==> config.mk <==
export PLATFORM = sky130hd
export DESIGN_NAME = m_lsu
export DESIGN_NICKNAME = d
export VERILOG_FILES = /design/src/rtl/m_lsu.sv
export SDC_FILE = /design/constraint.sdc
export NUM_CORES = 1
export LEC_CHECK = 0
export ABC_AREA = 1
export BUFFER_PORTS_ARGS = -buffer_cell sky130_fd_sc_hd__buf_2
export CAP_MARGIN = 20
export CORE_MARGIN = 1.5
export CORE_UTILIZATION = 55
export DETAILED_ROUTE_END_ITERATION = 8
export PLACE_DENSITY = 0.85
export SYNTH_ARGS = -nofsm -noshare
export SYNTH_HDL_FRONTEND = slang
export SYNTH_SLANG_ARGS = --single-unit
export TNS_END_PERCENT = 1
==> constraint.sdc <==
create_clock -name clk_i -period 2.18 [get_ports clk_i]
set_input_delay 0.218 -clock clk_i [delete_from_list [all_inputs] [get_ports clk_i]]
set_output_delay 0.218 -clock clk_i [all_outputs]
set_load 0.02 [all_outputs]
==> src/rtl/m_lsu.sv <==
// Memory-stage load/store unit: issues byte-enabled word requests to data memory,
// stalls the pipeline until completion, extends load data and reports faults.
module m_lsu #(
   parameter int unsigned TIMEOUT = 16,
   parameter int unsigned ADDR_W  = 32
) (
   input  logic              clk_i,
   input  logic              rst_ni,
   input  logic              op_valid_i,
   input  logic [2:0]        op_i,
   input  logic [ADDR_W-1:0] addr_i,
   input  logic [31:0]       wdata_i,
   input  logic [31:0]       pc_i,
   output logic              mem_req_o,
   output logic              mem_we_o,
   output logic [ADDR_W-1:0] mem_addr_o,
   output logic [3:0]        mem_be_o,
   output logic [31:0]       mem_wdata_o,
   input  logic              mem_ack_i,
   input  logic [31:0]       mem_rdata_i,
   output logic              stall_c_o,
   output logic              ld_valid_o,
   output logic [31:0]       ld_data_o,
   output logic              exc_valid_o,
   output logic [1:0]        exc_code_o,
   output logic [31:0]       exc_pc_o
);

   localparam int unsigned CNT_W = (TIMEOUT > 2) ? $clog2(TIMEOUT) : 1;

   localparam logic [2:0] OP_LW  = 3'd0;
   localparam logic [2:0] OP_LH  = 3'd1;
   localparam logic [2:0] OP_LHU = 3'd2;
   localparam logic [2:0] OP_LB  = 3'd3;
   localparam logic [2:0] OP_LBU = 3'd4;
   localparam logic [2:0] OP_SW  = 3'd5;
   localparam logic [2:0] OP_SH  = 3'd6;
   localparam logic [2:0] OP_SB  = 3'd7;

   localparam logic [1:0] EXC_MIS_LD  = 2'd1;
   localparam logic [1:0] EXC_MIS_ST  = 2'd2;
   localparam logic [1:0] EXC_TIMEOUT = 2'd3;

   typedef enum logic [1:0] {S_IDLE, S_WAIT, S_DONE} state_e;

   state_e              state_q, state_d;
   logic [2:0]          op_q, op_d;
   logic [1:0]          lo_q, lo_d;
   logic [31:0]         pc_q, pc_d;
   logic [CNT_W-1:0]    cnt_q, cnt_d;
   logic                mem_req_q, mem_req_d;
   logic                mem_we_q, mem_we_d;
   logic [ADDR_W-1:0]   mem_addr_q, mem_addr_d;
   logic [3:0]          mem_be_q, mem_be_d;
   logic [31:0]         mem_wdata_q, mem_wdata_d;
   logic                ld_valid_q, ld_valid_d;
   logic [31:0]         ld_data_q, ld_data_d;
   logic                exc_valid_q, exc_valid_d;
   logic [1:0]          exc_code_q, exc_code_d;
   logic [31:0]         exc_pc_q, exc_pc_d;

   logic                is_store_c;
   logic                misal_c;
   logic [3:0]          be_c;
   logic [31:0]         wdata_c;
   logic [7:0]          rd_byte_c;
   logic [15:0]         rd_half_c;
   logic [31:0]         ld_ext_c;

   // Decode the incoming request: alignment, lane enables and lane-replicated data
   always_comb begin
      is_store_c = (op_i == OP_SW) || (op_i == OP_SH) || (op_i == OP_SB);
      misal_c    = 1'b0;
      be_c       = 4'b1111;
      wdata_c    = wdata_i;
      case (op_i)
         OP_LW, OP_SW:         misal_c = (addr_i[1:0] != 2'b00);
         OP_LH, OP_LHU:        misal_c = addr_i[0];
         OP_SH: begin
            misal_c = addr_i[0];
            be_c    = addr_i[1] ? 4'b1100 : 4'b0011;
            wdata_c = {wdata_i[15:0], wdata_i[15:0]};
         end
         OP_SB: begin
            be_c    = 4'b0001 << addr_i[1:0];
            wdata_c = {4{wdata_i[7:0]}};
         end
         default: ;
      endcase
   end

   // Pick the addressed lane of the returned word and extend it
   always_comb begin
      case (lo_q)
         2'd0:    rd_byte_c = mem_rdata_i[7:0];
         2'd1:    rd_byte_c = mem_rdata_i[15:8];
         2'd2:    rd_byte_c = mem_rdata_i[23:16];
         default: rd_byte_c = mem_rdata_i[31:24];
      endcase
      rd_half_c = lo_q[1] ? mem_rdata_i[31:16] : mem_rdata_i[15:0];
      case (op_q)
         OP_LH:   ld_ext_c = {{16{rd_half_c[15]}}, rd_half_c};
         OP_LHU:  ld_ext_c = {16'h0000, rd_half_c};
         OP_LB:   ld_ext_c = {{24{rd_byte_c[7]}}, rd_byte_c};
         OP_LBU:  ld_ext_c = {24'h000000, rd_byte_c};
         default: ld_ext_c = mem_rdata_i;
      endcase
   end

   assign stall_c_o = op_valid_i & (state_q != S_DONE);

   always_comb begin
      state_d     = state_q;
      op_d        = op_q;
      lo_d        = lo_q;
      pc_d        = pc_q;
      cnt_d       = cnt_q;
      mem_req_d   = mem_req_q;
      mem_we_d    = mem_we_q;
      mem_addr_d  = mem_addr_q;
      mem_be_d    = mem_be_q;
      mem_wdata_d = mem_wdata_q;
      ld_valid_d  = 1'b0;
      ld_data_d   = ld_data_q;
      exc_valid_d = 1'b0;
      exc_code_d  = exc_code_q;
      exc_pc_d    = exc_pc_q;
      case (state_q)
         S_IDLE: begin
            if (op_valid_i) begin
               op_d        = op_i;
               lo_d        = addr_i[1:0];
               pc_d        = pc_i;
               mem_we_d    = is_store_c;
               mem_addr_d  = {addr_i[ADDR_W-1:2], 2'b00};
               mem_be_d    = be_c;
               mem_wdata_d = wdata_c;
               if (misal_c) begin
                  exc_valid_d = 1'b1;
                  exc_code_d  = is_store_c ? EXC_MIS_ST : EXC_MIS_LD;
                  exc_pc_d    = pc_i;
                  state_d     = S_DONE;
               end else begin
                  mem_req_d = 1'b1;
                  cnt_d     = '0;
                  state_d   = S_WAIT;
               end
            end
         end
         S_WAIT: begin
            // An ack coinciding with the last allowed cycle still completes normally
            if (mem_ack_i) begin
               mem_req_d = 1'b0;
               if (!mem_we_q) begin
                  ld_valid_d = 1'b1;
                  ld_data_d  = ld_ext_c;
               end
               state_d = S_DONE;
            end else if (cnt_q == CNT_W'(TIMEOUT - 1)) begin
               mem_req_d   = 1'b0;
               exc_valid_d = 1'b1;
               exc_code_d  = EXC_TIMEOUT;
               exc_pc_d    = pc_q;
               state_d     = S_DONE;
            end else begin
               cnt_d = cnt_q + CNT_W'(1);
            end
         end
         S_DONE:  state_d = S_IDLE;
         default: state_d = S_IDLE;
      endcase
   end

   always_ff @(posedge clk_i or negedge rst_ni) begin
      if (!rst_ni) begin
         state_q     <= S_IDLE;
         op_q        <= '0;
         lo_q        <= '0;
         pc_q        <= '0;
         cnt_q       <= '0;
         mem_req_q   <= 1'b0;
         mem_we_q    <= 1'b0;
         mem_addr_q  <= '0;
         mem_be_q    <= '0;
         mem_wdata_q <= '0;
         ld_valid_q  <= 1'b0;
         ld_data_q   <= '0;
         exc_valid_q <= 1'b0;
         exc_code_q  <= '0;
         exc_pc_q    <= '0;
      end else begin
         state_q     <= state_d;
         op_q        <= op_d;
         lo_q        <= lo_d;
         pc_q        <= pc_d;
         cnt_q       <= cnt_d;
         mem_req_q   <= mem_req_d;
         mem_we_q    <= mem_we_d;
         mem_addr_q  <= mem_addr_d;
         mem_be_q    <= mem_be_d;
         mem_wdata_q <= mem_wdata_d;
         ld_valid_q  <= ld_valid_d;
         ld_data_q   <= ld_data_d;
         exc_valid_q <= exc_valid_d;
         exc_code_q  <= exc_code_d;
         exc_pc_q    <= exc_pc_d;
      end
   end

   assign mem_req_o   = mem_req_q;
   assign mem_we_o    = mem_we_q;
   assign mem_addr_o  = mem_addr_q;
   assign mem_be_o    = mem_be_q;
   assign mem_wdata_o = mem_wdata_q;
   assign ld_valid_o  = ld_valid_q;
   assign ld_data_o   = ld_data_q;
   assign exc_valid_o = exc_valid_q;
   assign exc_code_o  = exc_code_q;
   assign exc_pc_o    = exc_pc_q;

endmodule
==> Word-level counts from Yosys, hierarchy flattened <==
Index checks and enable logic that the tools add are counted.
{ "totals": {"regBits": 179, "latch_bits": 0, "ramBits": 0, "rom_bits": 0, "in_bits": 135, "output_inout_bits": 139, "wordCells": 96, "n_memories": 0} }
{ "classes": {"add_sub_neg": 1, "multipliers": 0, "div": 0, "order_cmp": 0, "n_eq_ne": 21, "shifts": 1, "n_mux": 41, "bitwise_logic": 2, "n_reduce_logical": 15} }
{ "op_table": {"columns": ["op", "n"], "rows": [
  ["32-bit 2-to-1 mux", 4],
  ["32-bit one-hot mux with 2 select lines", 2],
  ["32-bit one-hot mux with 4 select lines", 1],
  ["8-bit one-hot mux with 3 select lines", 1],
  ["4-bit 2-to-1 mux", 5],
  ["2-bit 2-to-1 mux", 9],
  ["16-bit 2-to-1 mux", 1],
  ["4-bit one-hot mux with 2 select lines", 2],
  ["2-bit inequality test, second input constant", 7],
  ["3-bit == test, second input constant", 4],
  ["1-bit 2-to-1 mux", 11],
  ["5-bit AND reduction", 2],
  ["3-bit by 2-bit == test with 1-bit output, second input constant", 3],
  ["2-bit one-hot mux with 2 select lines", 2],
  ["3-bit by 1-bit == test with 1-bit output, second input constant", 2],
  ["1-bit one-hot mux with 2 select lines", 3],
  ["4-bit by 1-bit adder with 4-bit output, second input constant", 1],
  ["2-bit by 1-bit == test with 1-bit output, second input constant", 2],
  ["4-bit == test, second input constant", 1],
  ["2-bit logical NOT", 2],
  ["2-bit AND reduction", 2],
  ["4-bit AND reduction", 1],
  ["2-bit nonzero test", 2],
  ["1-bit by 2-bit left shift with 4-bit output, first input constant", 1],
  ["9 further kinds", 10]
]} }

==> Depth between registers and ports, before layout <==
{ "logic_depth": {"word_depth": 7, "mapped_depth": 11, "mapped_depth_nobuf": 10} }

==> Least setup slack after synthesis <==
OpenSTA, ideal clock, no wires.
{ "synth_timing": {"path_kind": "register to register", "from": "reg state_q[1]", "to": "reg exc_pc_q[13] (netlist: exc_pc_o[13])", "setup_ns": 0.117, "arrival_time_ns": 1.324, "t_required_ns": 2.063, "path_slack_ns": 0.739, "path_stages_with_launch": 10, "path_buffers": 1, "synth_period_minus_slack_ns": 1.441, "path_cell_list": "dfrtp_1 -> nor2_2 -> nand2_2 -> o21ai_2 -> nand2_1 -> clkinv_2 -> nand2_4 -> buf_4 -> nand2_1 -> nand2_1"} }
{ "synth_between": {"elab_chain_len": 3, "word_cells_on_any_way": 9, "cone_classes": "eq/ne: 5; mux: 1; reduce/logical: 3"} }
{ "synth_lines": {"columns": ["item", "line_no", "text"], "rows": [
  ["start, declared", "46", "state_e state_q, state_d;"],
  ["start signal, assigned", "192", "state_q <= state_d;"],
  ["2-bit by 1-bit == test with 1-bit output or 2-bit logical NOT (tied branches)", "128", "case (state_q)"],
  ["2-bit inequality test (no source line) or 2-bit nonzero test (tied branches)", null, null],
  ["5-bit AND reduction (no source line)", null, null],
  ["end signal, assigned", "206", "exc_pc_q <= exc_pc_d;"],
  ["end, declared", "60", "logic [31:0] exc_pc_q, exc_pc_d;"]
]} }
Parallel ways exist; a longest one is shown, timed or not.
A chain may end at the register's enable or synchronous reset.

==> Final worst setup path <==
{ "layout_timing": {"from": "reg state_q[1]", "to": "reg exc_pc_q[9] (netlist: exc_pc_o[9])"} }
Same word-level chain as after synthesis.

==> key figures <==
Pwr
  • Total leakage power: about 0.0061 uW
  • VDD IR-drop max: 933 uV
  • Overall Power: 17000 uW
  • PD cells: 1550 mW/mm2

Synth
  • Top cells by area, synth: dfrtp_1, nand2_1, o21ai_0
  • Most used DFF post-synth: dfrtp_1
  • Cell Area, Synth: roughly 0.0086 mm2
  • Sequential share of the synthesized area: 0.522
  • Synth area leader: dfrtp_1
  • Post-synthesis register bit count: 179
  • Avg Inst Size Synth: 7.61 um2
  • Ys Warns: 0
  • Post-synthesis cell type count: 32
  • Top cell type's share of synthesized area: 0.522
  • Async SR Flop Fraction: 1.00
  • Most frequent cells after synthesis: nand2_1, dfrtp_1, o21ai_0
  • Most frequent cell after synthesis: nand2_1
  • Post-synth EDFFs: 0
  • Mapped Cells: 1126

CTS
  • Clock insertion delay at the later pin of the skew report: 430 ps
  • Number of H-tree levels: 4
  • Post-CTS Resized: 0
  • Root Driver: clkbuf_16
  • CTS sink cnt: 179
  • Number of buffers created by CTS: 17
  • Reg clk slew, reported paths: roughly 70 ps
  • Clk buf depth: 2
  • CTS tree: done

Status
  • Status: completed

Die
  • Die area: ~0.016 mm2
  • Top Ports: 274
  • Num rows: 45
  • Die width: 128 um
  • Chip Height: 128 um
  • Starting Density: 0.564
  • Core area: ~0.015 mm2

Global routing
  • Vias in the first global route: 7585
  • Largest net degree at the start of global routing: 66
  • Met2 Use GR: 0.476
  • Global route overflow: 0
  • GRT Resource Usage Total: 0.288
  • Initial antenna violation count: 1
  • First-pass GRT wire length: approximately 37 mm
  • GR Layer Usage met1: 0.365
  • Gr busiest metal: met2
  • GR Layer Usage met3: 0.0693

Worst setup path
  • R2R depth: 8
  • Critical Path, Cell by Cell: nor2_2 -> nand2_4 -> o21ai_2 -> nand2_1 -> clkinv_2 -> nand2_4 -> nand2_1 -> nand2_1
  • CP max stage delay: about 430 ps
  • CP endpoint: exc_pc_o[9]$_DFFE_PN0P_
  • Kind of critical path: reg2reg
  • Critical Path Source: state_q[1]$_DFFE_PN0P_
  • FF-to-FF End: exc_pc_o[9]$_DFFE_PN0P_
  • Cell mode on critical path: nand2_1
  • Reg-to-Reg Start: state_q[1]$_DFFE_PN0P_
  • CP max FO: 35
  • CP Launch Type: flip-flop
  • R2r setup slk: 200 ps
  • CP required: 2490 ps
  • Crit end category: flip-flop
  • CP top delay family: simple AND/OR/NAND/NOR gates
  • Slowest cell on the critical path: dfrtp_1
  • WP buf/inv: 1
  • CP arrival: 2290 ps
  • Crit. path cell count: 8

Hold path
  • Hold_sp: wdata_i[25]
  • Worst hold path type: in2reg

Placed design
  • DP Area: 0.0101 mm2
  • PortBufs: 271
  • Routability Congestion: around 0.85
  • Dpl ws: 229 ps
  • Detailed-placement wirelength estimate: 16.0 mm

Timing
  • Maximum clock frequency: 0.506 GHz
  • Relative slew slack: 0.591
  • Slew Viols, Final: 0
  • RSZ-0062 raised after global routing: false
  • Final setup vio count: 0
  • Final WS setup: 204 ps
  • Max Clock Skew: about 12 ps
  • Setup TNS: 0 ps
  • Fin crit period: 1980 ps
  • Hold slack: between 10 and 15 ps
  • Worst-Margin Slew: a little over 600 ps
  • Final Cycle Share: 0.906
  • Final hold vios: 0

Drt
  • DR pass1 iterations: 7
  • DRT antenna net count: 0
  • Final wirelength: around 24 mm
  • Vias per cell: 5.22
  • Residual DRC: 0
  • 1st-iter DRT viols: 664
  • Via count: 8415
  • Routed WL per cell: 14.6 um

Finish
  • Layout overhead on the synthesized area: 28.3%
  • Layout cells sized above 1: 0.244
  • Finished Cell Area: 0.0110 mm2
  • Nets: 1545

Flow run
  • Max Cap Viol: 0
## power by group
part | internal, uW | leakage (uW) | total (uW) | switching [uW]
Combinational | 2570 | 0.00362 | 7940 | 5360
Sequential | 4910 | 0.00219 | 5910 | 991
Clock | 1860 | 0.000300 | 3200 | 1350
## layout by cell type, fill, tap and decap left out, types with 2 or more instances in the layout
cell           instances
nand2_1              441
buf_2                270
dfrtp_1              179
o21ai_0              107
nor2_1               102
nand3_1               88
inv_1                 81
dlygate4sd3_1         32
a21oi_1               25
clkbuf_16             17
buf_4                 14
a22oi_1                8
inv_2                  6
buf_12                 5
nand2_2                4
nor2_4                 3
nand2_4                3
clkinv_2               3
clkinv_4               3
bufinv_16              3
inv_6                  3
nor2_2                 2
nand4_1                2
nand3_2                2
or2_2                  2
conb_1                 2
## metal layers
layer | share of wire | routed length [um] | vias to the layer above
met2 | 0.49 | 11500 | 440
met3 | 0.074 | 1750 | 64
li1 | - | - | 4092
met4 | 0.035 | 813 | 0
met5 | 0 | 0 | -
met1 | 0.40 | 9470 | 3819
## how the worst min path moves through the flow
stage | endpoint | cells past startpoint
after floorplan | cnt_q[0]$_DFFE_PN0P_ | 0
after global placement | mem_wdata_o[23]$_DFFE_PN0P_ | 1
after detailed placement | mem_wdata_o[23]$_DFFE_PN0P_ | 1
after CTS | mem_wdata_o[28]$_DFFE_PN0P_ | 3
after global routing | mem_wdata_o[29]$_DFFE_PN0P_ | 3
final | mem_wdata_o[25]$_DFFE_PN0P_ | 3
## layout make-up
type / count / area (um2)
diodes: 1 / 2.50
flip-flops and latches: 179 / 4480
well taps: 188 / 235
fillers: 1195 / 4200
multi-input cells: 801 / 3450
inverters: 88 / 332
clock inverters: 13 / 171
clock buffers: 19 / 443
repair buffers: 322 / 1890
## registers in the layout, indices dropped and copies added, names as in the netlist, 2 cells and up
name         flops
cnt_q            4
exc_code_o       2
exc_pc_o        32
ld_data_o       32
lo_q             2
mem_addr_o      30
mem_be_o         4
mem_wdata_o     32
op_q             3
pc_q            32
state_q          2
## cell families after synthesis
family | share of synthesized area
AND/OR/NAND/NOR | 0.310
flip-flops | 0.522
buffers and inverters | 0.0765
AO/OA/AOI/OAI | 0.0886
XOR/XNOR | 0.00102
adder cells (fa/ha/maj) | 0.00146
other | 0.000437
## repair_timing
item,4_1_cts,5_1_grt
buffers inserted,0,0
endpoints found under the hold margin,77,1
hold buffers,31,1
endpoints found under the setup margin,0,0
## tightest hold or removal path: stages
cell	delay, ps
buf_2	80
a22oi_1	60
nand2_1	50
## per-stage QoR
step | std cells | utilization
floorplan | 1127 | -
global placement | 1546 | 0.662
detailed placement | 1546 | 0.662
CTS | 1609 | 0.723
global route | 1610 | 0.723
finish | 1611 | 0.723
Note: power is estimated with default switching activity, not from simulation.
